===== src/rtl/vscale_fetch_buffer_pkg.sv =====
`default_nettype none
// +----------------------------------------------------------------------+
// | vscale_fetch_buffer_pkg                                              |
// | Shared constants and queue entry type for the fetch stage.           |
// | Rev 1.0                                                              |
// +----------------------------------------------------------------------+
package vscale_fetch_buffer_pkg;

    localparam int                 XPR_LEN          = 32;
    localparam logic [XPR_LEN-1:0] RV_NOP           = 32'h0000_0013;
    localparam logic [XPR_LEN-1:0] DEFAULT_RESET_PC = 32'h0000_0200;

    typedef struct packed {
        logic               fault;
        logic [XPR_LEN-1:0] pc;
        logic [XPR_LEN-1:0] inst;
    } fetch_entry_t;

    localparam int ENTRY_W = $bits(fetch_entry_t);

endpackage

`default_nettype wire


===== src/rtl/vscale_fetch_buffer_if.sv =====
`default_nettype none
// +----------------------------------------------------------------------+
// | vscale_fetch_buffer_if                                               |
// | Instruction memory request/response bus.                             |
// | Rev 1.0                                                              |
// +----------------------------------------------------------------------+
interface vscale_fetch_buffer_if;
    import vscale_fetch_buffer_pkg::*;

    logic               imem_req;
    logic [XPR_LEN-1:0] imem_addr;
    logic               imem_wait;
    logic [XPR_LEN-1:0] imem_rdata;
    logic               imem_badmem_e;

    modport master (
        output imem_req,
        output imem_addr,
        input  imem_wait,
        input  imem_rdata,
        input  imem_badmem_e
    );

    modport slave (
        input  imem_req,
        input  imem_addr,
        output imem_wait,
        output imem_rdata,
        output imem_badmem_e
    );

endinterface

`default_nettype wire


===== src/rtl/vscale_fetch_fifo.sv =====
`default_nettype none
// +----------------------------------------------------------------------+
// | vscale_fetch_fifo                                                    |
// | Power-of-two circular queue with flush; push and pop may coincide.   |
// | Rev 1.0                                                              |
// +----------------------------------------------------------------------+
module vscale_fetch_fifo #(
    parameter int DEPTH = 2,
    parameter int WIDTH = 65
) (
    input  wire logic                         clk,
    input  wire logic                         reset,
    input  wire logic                         push,
    input  wire logic                         pop,
    input  wire logic                         flush,
    input  wire logic [WIDTH-1:0]             wdata,
    output logic      [WIDTH-1:0]             rdata,
    output logic      [$clog2(DEPTH+1)-1:0]   count,
    output logic                              empty,
    output logic                              full
);
    localparam int PW = $clog2(DEPTH);
    localparam int CW = $clog2(DEPTH + 1);

    logic [WIDTH-1:0] mem [DEPTH];
    logic [PW-1:0]    head_ptr;
    logic [PW-1:0]    tail_ptr;
    logic             do_pop;

    assign do_pop = pop && !empty;
    assign empty  = (count == '0);
    assign full   = (count == CW'(DEPTH));
    assign rdata  = mem[head_ptr];

    // Storage needs no reset: the consumer masks rdata whenever empty.
    always_ff @(posedge clk) begin
        if (push) begin
            mem[tail_ptr] <= wdata;
        end
    end

    // Pointers wrap naturally because DEPTH is a power of two.
    always_ff @(posedge clk) begin
        if (reset || flush) begin
            head_ptr <= '0;
            tail_ptr <= '0;
            count    <= '0;
        end else begin
            if (push) begin
                tail_ptr <= tail_ptr + PW'(1);
            end
            if (do_pop) begin
                head_ptr <= head_ptr + PW'(1);
            end
            case ({push, do_pop})
                2'b10:   count <= count + CW'(1);
                2'b01:   count <= count - CW'(1);
                default: count <= count;
            endcase
        end
    end

endmodule

`default_nettype wire


===== src/rtl/vscale_fetch_buffer.sv =====
`default_nettype none
// +----------------------------------------------------------------------+
// | vscale_fetch_buffer                                                  |
// | Fetch PC, imem request control and prefetch queue feeding DX.        |
// | Rev 1.0                                                              |
// +----------------------------------------------------------------------+
module vscale_fetch_buffer
    import vscale_fetch_buffer_pkg::*;
#(
    parameter logic [XPR_LEN-1:0] RESET_PC = DEFAULT_RESET_PC,
    parameter int                 DEPTH    = 2
) (
    input  wire logic               clk,
    input  wire logic               reset,
    input  wire logic               redirect,
    input  wire logic [XPR_LEN-1:0] redirect_pc,
    input  wire logic               dx_ready,
    vscale_fetch_buffer_if.master   imem,
    output logic                    inst_valid_DX,
    output logic      [XPR_LEN-1:0] inst_DX,
    output logic      [XPR_LEN-1:0] pc_DX,
    output logic                    fetch_fault_DX
);
    localparam int CW = $clog2(DEPTH + 1);
    localparam int OW = CW + 1;

    logic [XPR_LEN-1:0] pc_f;
    logic [XPR_LEN-1:0] resp_pc;
    logic               inflight;
    logic               discard;
    logic               halted;

    logic [CW-1:0]      count;
    logic               empty;
    logic               full;
    logic [OW-1:0]      occupancy;
    logic               pop;
    logic               push;
    logic               fifo_push;
    logic               accept;
    fetch_entry_t       push_entry;
    fetch_entry_t       head;

    // Occupancy counts the response landing this cycle, so a new request
    // is only issued when its word is guaranteed a slot on arrival.
    assign pop       = !empty && dx_ready && !redirect;
    assign occupancy = {1'b0, count} + OW'(inflight) - OW'(pop);

    assign imem.imem_req  = !reset && !redirect && !halted && (occupancy < OW'(DEPTH));
    assign imem.imem_addr = pc_f;
    assign accept         = imem.imem_req && !imem.imem_wait;

    assign push       = inflight && !discard && !redirect && !reset;
    assign fifo_push  = push && (!full || pop);
    assign push_entry = '{fault: imem.imem_badmem_e, pc: resp_pc, inst: imem.imem_rdata};

    always_ff @(posedge clk) begin
        if (reset) begin
            pc_f     <= RESET_PC;
            resp_pc  <= '0;
            inflight <= 1'b0;
            discard  <= 1'b0;
            halted   <= 1'b0;
        end else begin
            inflight <= accept;
            if (accept) begin
                resp_pc <= pc_f;
            end
            if (redirect) begin
                pc_f    <= redirect_pc;
                halted  <= 1'b0;
                discard <= accept;
            end else begin
                discard <= 1'b0;
                if (accept) begin
                    pc_f <= pc_f + 32'd4;
                end
                if (push && imem.imem_badmem_e) begin
                    halted <= 1'b1;
                end
            end
        end
    end

    vscale_fetch_fifo #(
        .DEPTH (DEPTH),
        .WIDTH (ENTRY_W)
    ) u_fifo (
        .clk   (clk),
        .reset (reset),
        .push  (fifo_push),
        .pop   (pop),
        .flush (redirect),
        .wdata (push_entry),
        .rdata (head),
        .count (count),
        .empty (empty),
        .full  (full)
    );

    assign inst_valid_DX  = !empty;
    assign inst_DX        = empty ? RV_NOP : head.inst;
    assign pc_DX          = empty ? '0     : head.pc;
    assign fetch_fault_DX = !empty && head.fault;

endmodule

`default_nettype wire


===== src/flat_wrapper.sv =====
// flat-port wrapper written by rule: the top's interface ports become plain ports
module vscale_fetch_buffer_flat import vscale_fetch_buffer_pkg::*;
#(
    parameter logic [XPR_LEN-1:0] RESET_PC = DEFAULT_RESET_PC,
    parameter int                 DEPTH    = 2
)
  (clk, reset, redirect, redirect_pc, dx_ready, inst_valid_DX, inst_DX, pc_DX, fetch_fault_DX, imem_imem_req, imem_imem_addr, imem_imem_wait, imem_imem_rdata, imem_imem_badmem_e);
  vscale_fetch_buffer_if imem_i ();
  input  wire logic clk;
  input  wire logic reset;
  input  wire logic redirect;
  input  wire logic [XPR_LEN-1:0] redirect_pc;
  input  wire logic dx_ready;
  output logic inst_valid_DX;
  output logic      [XPR_LEN-1:0] inst_DX;
  output logic      [XPR_LEN-1:0] pc_DX;
  output logic fetch_fault_DX;
  output wire logic [$bits(imem_i.imem_req)-1:0] imem_imem_req;
  output wire logic [$bits(imem_i.imem_addr)-1:0] imem_imem_addr;
  input wire logic [$bits(imem_i.imem_wait)-1:0] imem_imem_wait;
  input wire logic [$bits(imem_i.imem_rdata)-1:0] imem_imem_rdata;
  input wire logic [$bits(imem_i.imem_badmem_e)-1:0] imem_imem_badmem_e;
  assign imem_imem_req = imem_i.imem_req;
  assign imem_imem_addr = imem_i.imem_addr;
  assign imem_i.imem_wait = imem_imem_wait;
  assign imem_i.imem_rdata = imem_imem_rdata;
  assign imem_i.imem_badmem_e = imem_imem_badmem_e;
  vscale_fetch_buffer #(.RESET_PC(RESET_PC), .DEPTH(DEPTH)) u_core (.clk(clk), .reset(reset), .redirect(redirect), .redirect_pc(redirect_pc), .dx_ready(dx_ready), .imem(imem_i), .inst_valid_DX(inst_valid_DX), .inst_DX(inst_DX), .pc_DX(pc_DX), .fetch_fault_DX(fetch_fault_DX));
endmodule

===== config.mk =====
export PLATFORM = sky130hd
export DESIGN_NAME = vscale_fetch_buffer_flat
export DESIGN_NICKNAME = d
export VERILOG_FILES = /design/src/rtl/vscale_fetch_buffer_pkg.sv /design/src/rtl/vscale_fetch_buffer_if.sv /design/src/rtl/vscale_fetch_fifo.sv /design/src/rtl/vscale_fetch_buffer.sv /design/src/flat_wrapper.sv
export SDC_FILE = /design/constraint.sdc
export NUM_CORES = 1
export LEC_CHECK = 0
export CORE_AREA = 10 10 135 137
export CTS_BUF_LIST = sky130_fd_sc_hd__clkbuf_16
export CTS_CLUSTER_SIZE = 24
export DETAILED_ROUTE_END_ITERATION = 16
export DIE_AREA = 0 0 145 147
export PLACE_DENSITY = 0.8
export SLEW_MARGIN = 10
export SYNTH_ARGS = -nofsm -noshare
export SYNTH_HDL_FRONTEND = slang
export SYNTH_SLANG_ARGS = --single-unit

===== constraint.sdc =====
create_clock -name clk -period 9.5 [get_ports clk]
set_input_delay 0.95 -clock clk [delete_from_list [all_inputs] [get_ports clk]]
set_output_delay 0.95 -clock clk [all_outputs]
set_load 0.01 [all_outputs]

==> flow_metrics.env <==
export IMPL_start_util_pct=53.7
export IMPL_finClkSkew_ps=16.2
export IMPL_total_power_uw=1800
export IMPL_io_buffers=168
export IMPL_grt_ovfl_total=0
export IMPL_synthArstFlopShare_pct=0
export IMPL_outcome="finished, final reports clean"
export IMPL_holdPathStages=0
export IMPL_clkTransAtPathRegs_ps=60
export IMPL_core_mm2=0.0156
export IMPL_hold_buffers=0
export IMPL_r2r_start="u_core.u_fifo.count[1]$_SDFFE_PP0P_"
export IMPL_grt_first_pass_wirelength_um=33100
export IMPL_track_usage_pct=18.8
export IMPL_vias=6238
export IMPL_cts_buffers=20
export IMPL_cts_resized=0
export IMPL_post_cts_buffers=0
export IMPL_root_buffer="clkbuf_16"
export IMPL_final_core_util_pct=69.5
export IMPL_cellInternalPower_uw=1430
export IMPL_ant_nets=0
export IMPL_yosys_warnings=0
export IMPL_critPathMaxFanout=38
export IMPL_synth_compound_area_share_pct=8.22
export IMPL_critPathArrivalTime_ps=4040
export IMPL_synthAdderAreaFrac_pct=0.687
export IMPL_setup_viol=0
export IMPL_r2r_slack_ps=5290
export IMPL_slew_violations=0
export IMPL_drt_iter0_drc=630
export IMPL_crit_path_end_kind="output port"
export IMPL_finalCriticalPeriod_ps=4990
export IMPL_drt_total_wl_um=20900
export IMPL_holdCritPathClass="reg -> reg"
export IMPL_nets=943
export IMPL_clockPowerShare_pct=40.4
export IMPL_tns_ps=0
export IMPL_die_h_um=147
export IMPL_io_pins=169
export IMPL_die_width_um=145
export IMPL_design_area_mm2=0.0108
export IMPL_grt_max_degree=72
export IMPL_critical_path_class="in -> out"
export IMPL_start_kind="primary input"
export IMPL_dp_hpwl_um=14300
export IMPL_holdPathEnd="u_core.u_fifo.mem[1][51]$_DFFE_PP_"
export IMPL_worst_slew_pin_slew_ps=1130
export IMPL_switching_share_pct=20.8
export IMPL_synthXorXnorAreaFrac_pct=1.26
export IMPL_crit_start="redirect"
export IMPL_slew_headroom_pct=24.4
export IMPL_first_global_vias=5967
export IMPL_power_density_mw_per_mm2=166
export IMPL_n_antenna_cell=0
export IMPL_cts_sinks=202
export IMPL_worstHoldStart="u_core.resp_pc[19]$_SDFFE_PP0P_"
export IMPL_ys_seq_area_share_pct=63.8
export IMPL_synth_seq_cells=202
export IMPL_syn_to_final_growth_pct=29.5
export IMPL_critPathRequiredTime_ps=8550
export IMPL_hold_viol_final=0
export IMPL_dr_pass1_iters=9
export IMPL_syn_area_mm2=0.00837
export IMPL_viasPerCell=5.68
export IMPL_avgSynthCellArea_um2=11.7
export IMPL_rsz0062_at_grt="no"
export IMPL_rows=46
export IMPL_synthSimpleGateAreaFrac_pct=15.3
export IMPL_postSynthCellCount=717
export IMPL_drive_gt1_share_pct=4.76
export IMPL_p_comb_share_pct=5.9
export IMPL_maxCapViolCount=0
export IMPL_cts_buffer_depth=3
export IMPL_ys_flop_type="edfxtp_1"
export IMPL_placed_area_mm2=0.0102
export IMPL_antenna_found_initial=0
export IMPL_syn_nets=791
export IMPL_synth_edf_count=130
export IMPL_insertion_delay_ps=480
export IMPL_drc=0
export IMPL_cts_tree="done"
export IMPL_r2r_end="u_core.resp_pc[8]$_SDFFE_PP0P_"
export IMPL_synth_top_family_by_area="simple AND/OR/NAND/NOR gates"
export IMPL_seq_power_share_pct=53.7
export IMPL_power_switching_uw=375
export IMPL_holdWs_ps=441
export IMPL_htree_levels=1
export IMPL_place_congestion=0.922
export IMPL_dieArea_mm2=0.0213
export IMPL_wire_per_inst_um=19.1
export IMPL_ir_worst_vdd_mv=0.120
export IMPL_p_leak_uw=0.00347
export IMPL_ff2ff_path_depth=11
export IMPL_synth_mux_area_share_pct=8.01
export IMPL_synthDistinctLibCells=52
export IMPL_fin_crit_sh_pct=52.6
export IMPL_fmax_mhz=200
## through the flow
stage | setup WS [ps] | std cells
6_report | 4510 | 1099
5_1_grt | 4320 | 1099
4_1_cts | 4500 | 1099
3_5_place_dp | 4420 | 1063
3_3_place_gp | 4490 | 1063
2_1_floorplan | 4390 | 717
## state kept, by name (all words and copies together) (netlist names), named ones only
| signal | cells |
|---|---|
| u_core.discard | 1 |
| u_core.halted | 1 |
| u_core.imem.imem_addr | 32 |
| u_core.inflight | 1 |
| u_core.resp_pc | 32 |
| u_core.u_fifo.count | 2 |
| u_core.u_fifo.head_ptr | 1 |
| u_core.u_fifo.mem | 130 |
| u_core.u_fifo.tail_ptr | 1 |
## cell usage in the layout (no fill, tap or decap), drive strengths merged, types with 13 or more instances in the layout
master	n
clkdlybuf4s50	167
nor2	103
nand2	80
or4	13
clkbuf	21
a311oi	15
nand3	14
a21oi	35
nand4	14
mux2i	67
edfxtp	130
inv	14
dfxtp	72
## cells in the mapped netlist, drive strengths merged (2+ instances only)
master / n / share of area [%]
or4: 13 / 1.2
inv: 10 / 0.45
mux2i: 67 / 8.0
nor3: 6 / 0.36
a211oi: 7 / 0.63
xor2: 5 / 0.52
ha: 3 / 0.45
a2111oi: 4 / 0.43
a21boi: 3 / 0.27
edfxtp: 130 / 47
and4: 5 / 0.52
a221oi: 5 / 0.52
a311oi: 15 / 1.6
nor3b: 5 / 0.45
nand2: 80 / 3.6
nor2b: 2 / 0.15
nor2: 103 / 4.6
dfxtp: 72 / 17
o31a: 2 / 0.21
o31ai: 8 / 0.72
nor4: 9 / 0.75
and2: 2 / 0.15
nor4b: 3 / 0.31
nand3: 14 / 0.84
or3: 8 / 0.60
buf: 8 / 0.46
xnor2: 7 / 0.73
nand4: 14 / 1.0
o211ai: 2 / 0.18
a21oi: 35 / 2.1
clkbuf: 38 / 1.7
nand2b: 2 / 0.15
a41o: 2 / 0.24
o21ai: 10 / 0.60
and3: 5 / 0.37
a21o: 2 / 0.18
## kinds of logic (layout without fill, tap and decap cells)
logic type,Yosys count,count (layout)
adder cells (fa/ha/maj),4,4
other,1,1
multiplexers,67,67
AO/OA/AOI/OAI,101,101
XOR/XNOR,12,12
AND/OR/NAND/NOR,273,273
buffers and inverters,57,223
flip-flops,202,202
## cell type report
| cell class | count | area (µm²) |
|---|---|---|
| Timing Repair Buffer | 176 | 1740 |
| Tap cell | 216 | 270 |
| Inverter | 11 | 41.3 |
| Clock buffer | 21 | 526 |
| Sequential cell | 202 | 5350 |
| Multi-Input combinational cell | 458 | 2820 |
| Clock inverter | 15 | 96.3 |
| Fill cell | 1094 | 4760 |
## worst max-delay path, stage by stage
cell,delay [ps]
clkdlybuf4s50_1,450
buf_4,360
nor2_1,100
ha_1,280
nand2b_1,160
fa_1,420
xor2_1,260
nor4b_1,430
clkdlybuf4s50_1,610
## worst max path at each step
stage	slack (ps)	cells after the start	end
after floorplan	4390	4	u_core.u_fifo.mem[0][0]$_DFFE_PP_
after global placement	4490	12	u_core.imem.imem_addr[25]$_SDFFE_PP0P_
after detailed placement	4420	12	u_core.imem.imem_addr[25]$_SDFFE_PP0P_
after CTS	4500	9	imem_imem_req
after global routing	4320	9	imem_imem_req
final	4510	9	imem_imem_req
## power groups by stage
| stage | Combinational, µW | Sequential (µW) | Clock (µW) |
|---|---|---|---|
| CTS | 106 | 967 | 743 |
| finish | 106 | 969 | 729 |
| detailed placement | 105 | 986 | 0 |
| floorplan | 42.4 | 980 | 0 |
| global route | 115 | 969 | 785 |
| global placement | 102 | 986 | 0 |
## layer usage
layer / share of wire (%) / GRT usage, % / up-vias
met5: 0 / 0 / -
met2: 45 / 28.7 / 317
met1: 44 / 25.9 / 2935
met4: 1.8 / 4.49 / 0
met3: 9.6 / 5.37 / 35
li1: - / - / 2951
No activity file was read; power rests on OpenSTA's default activity.
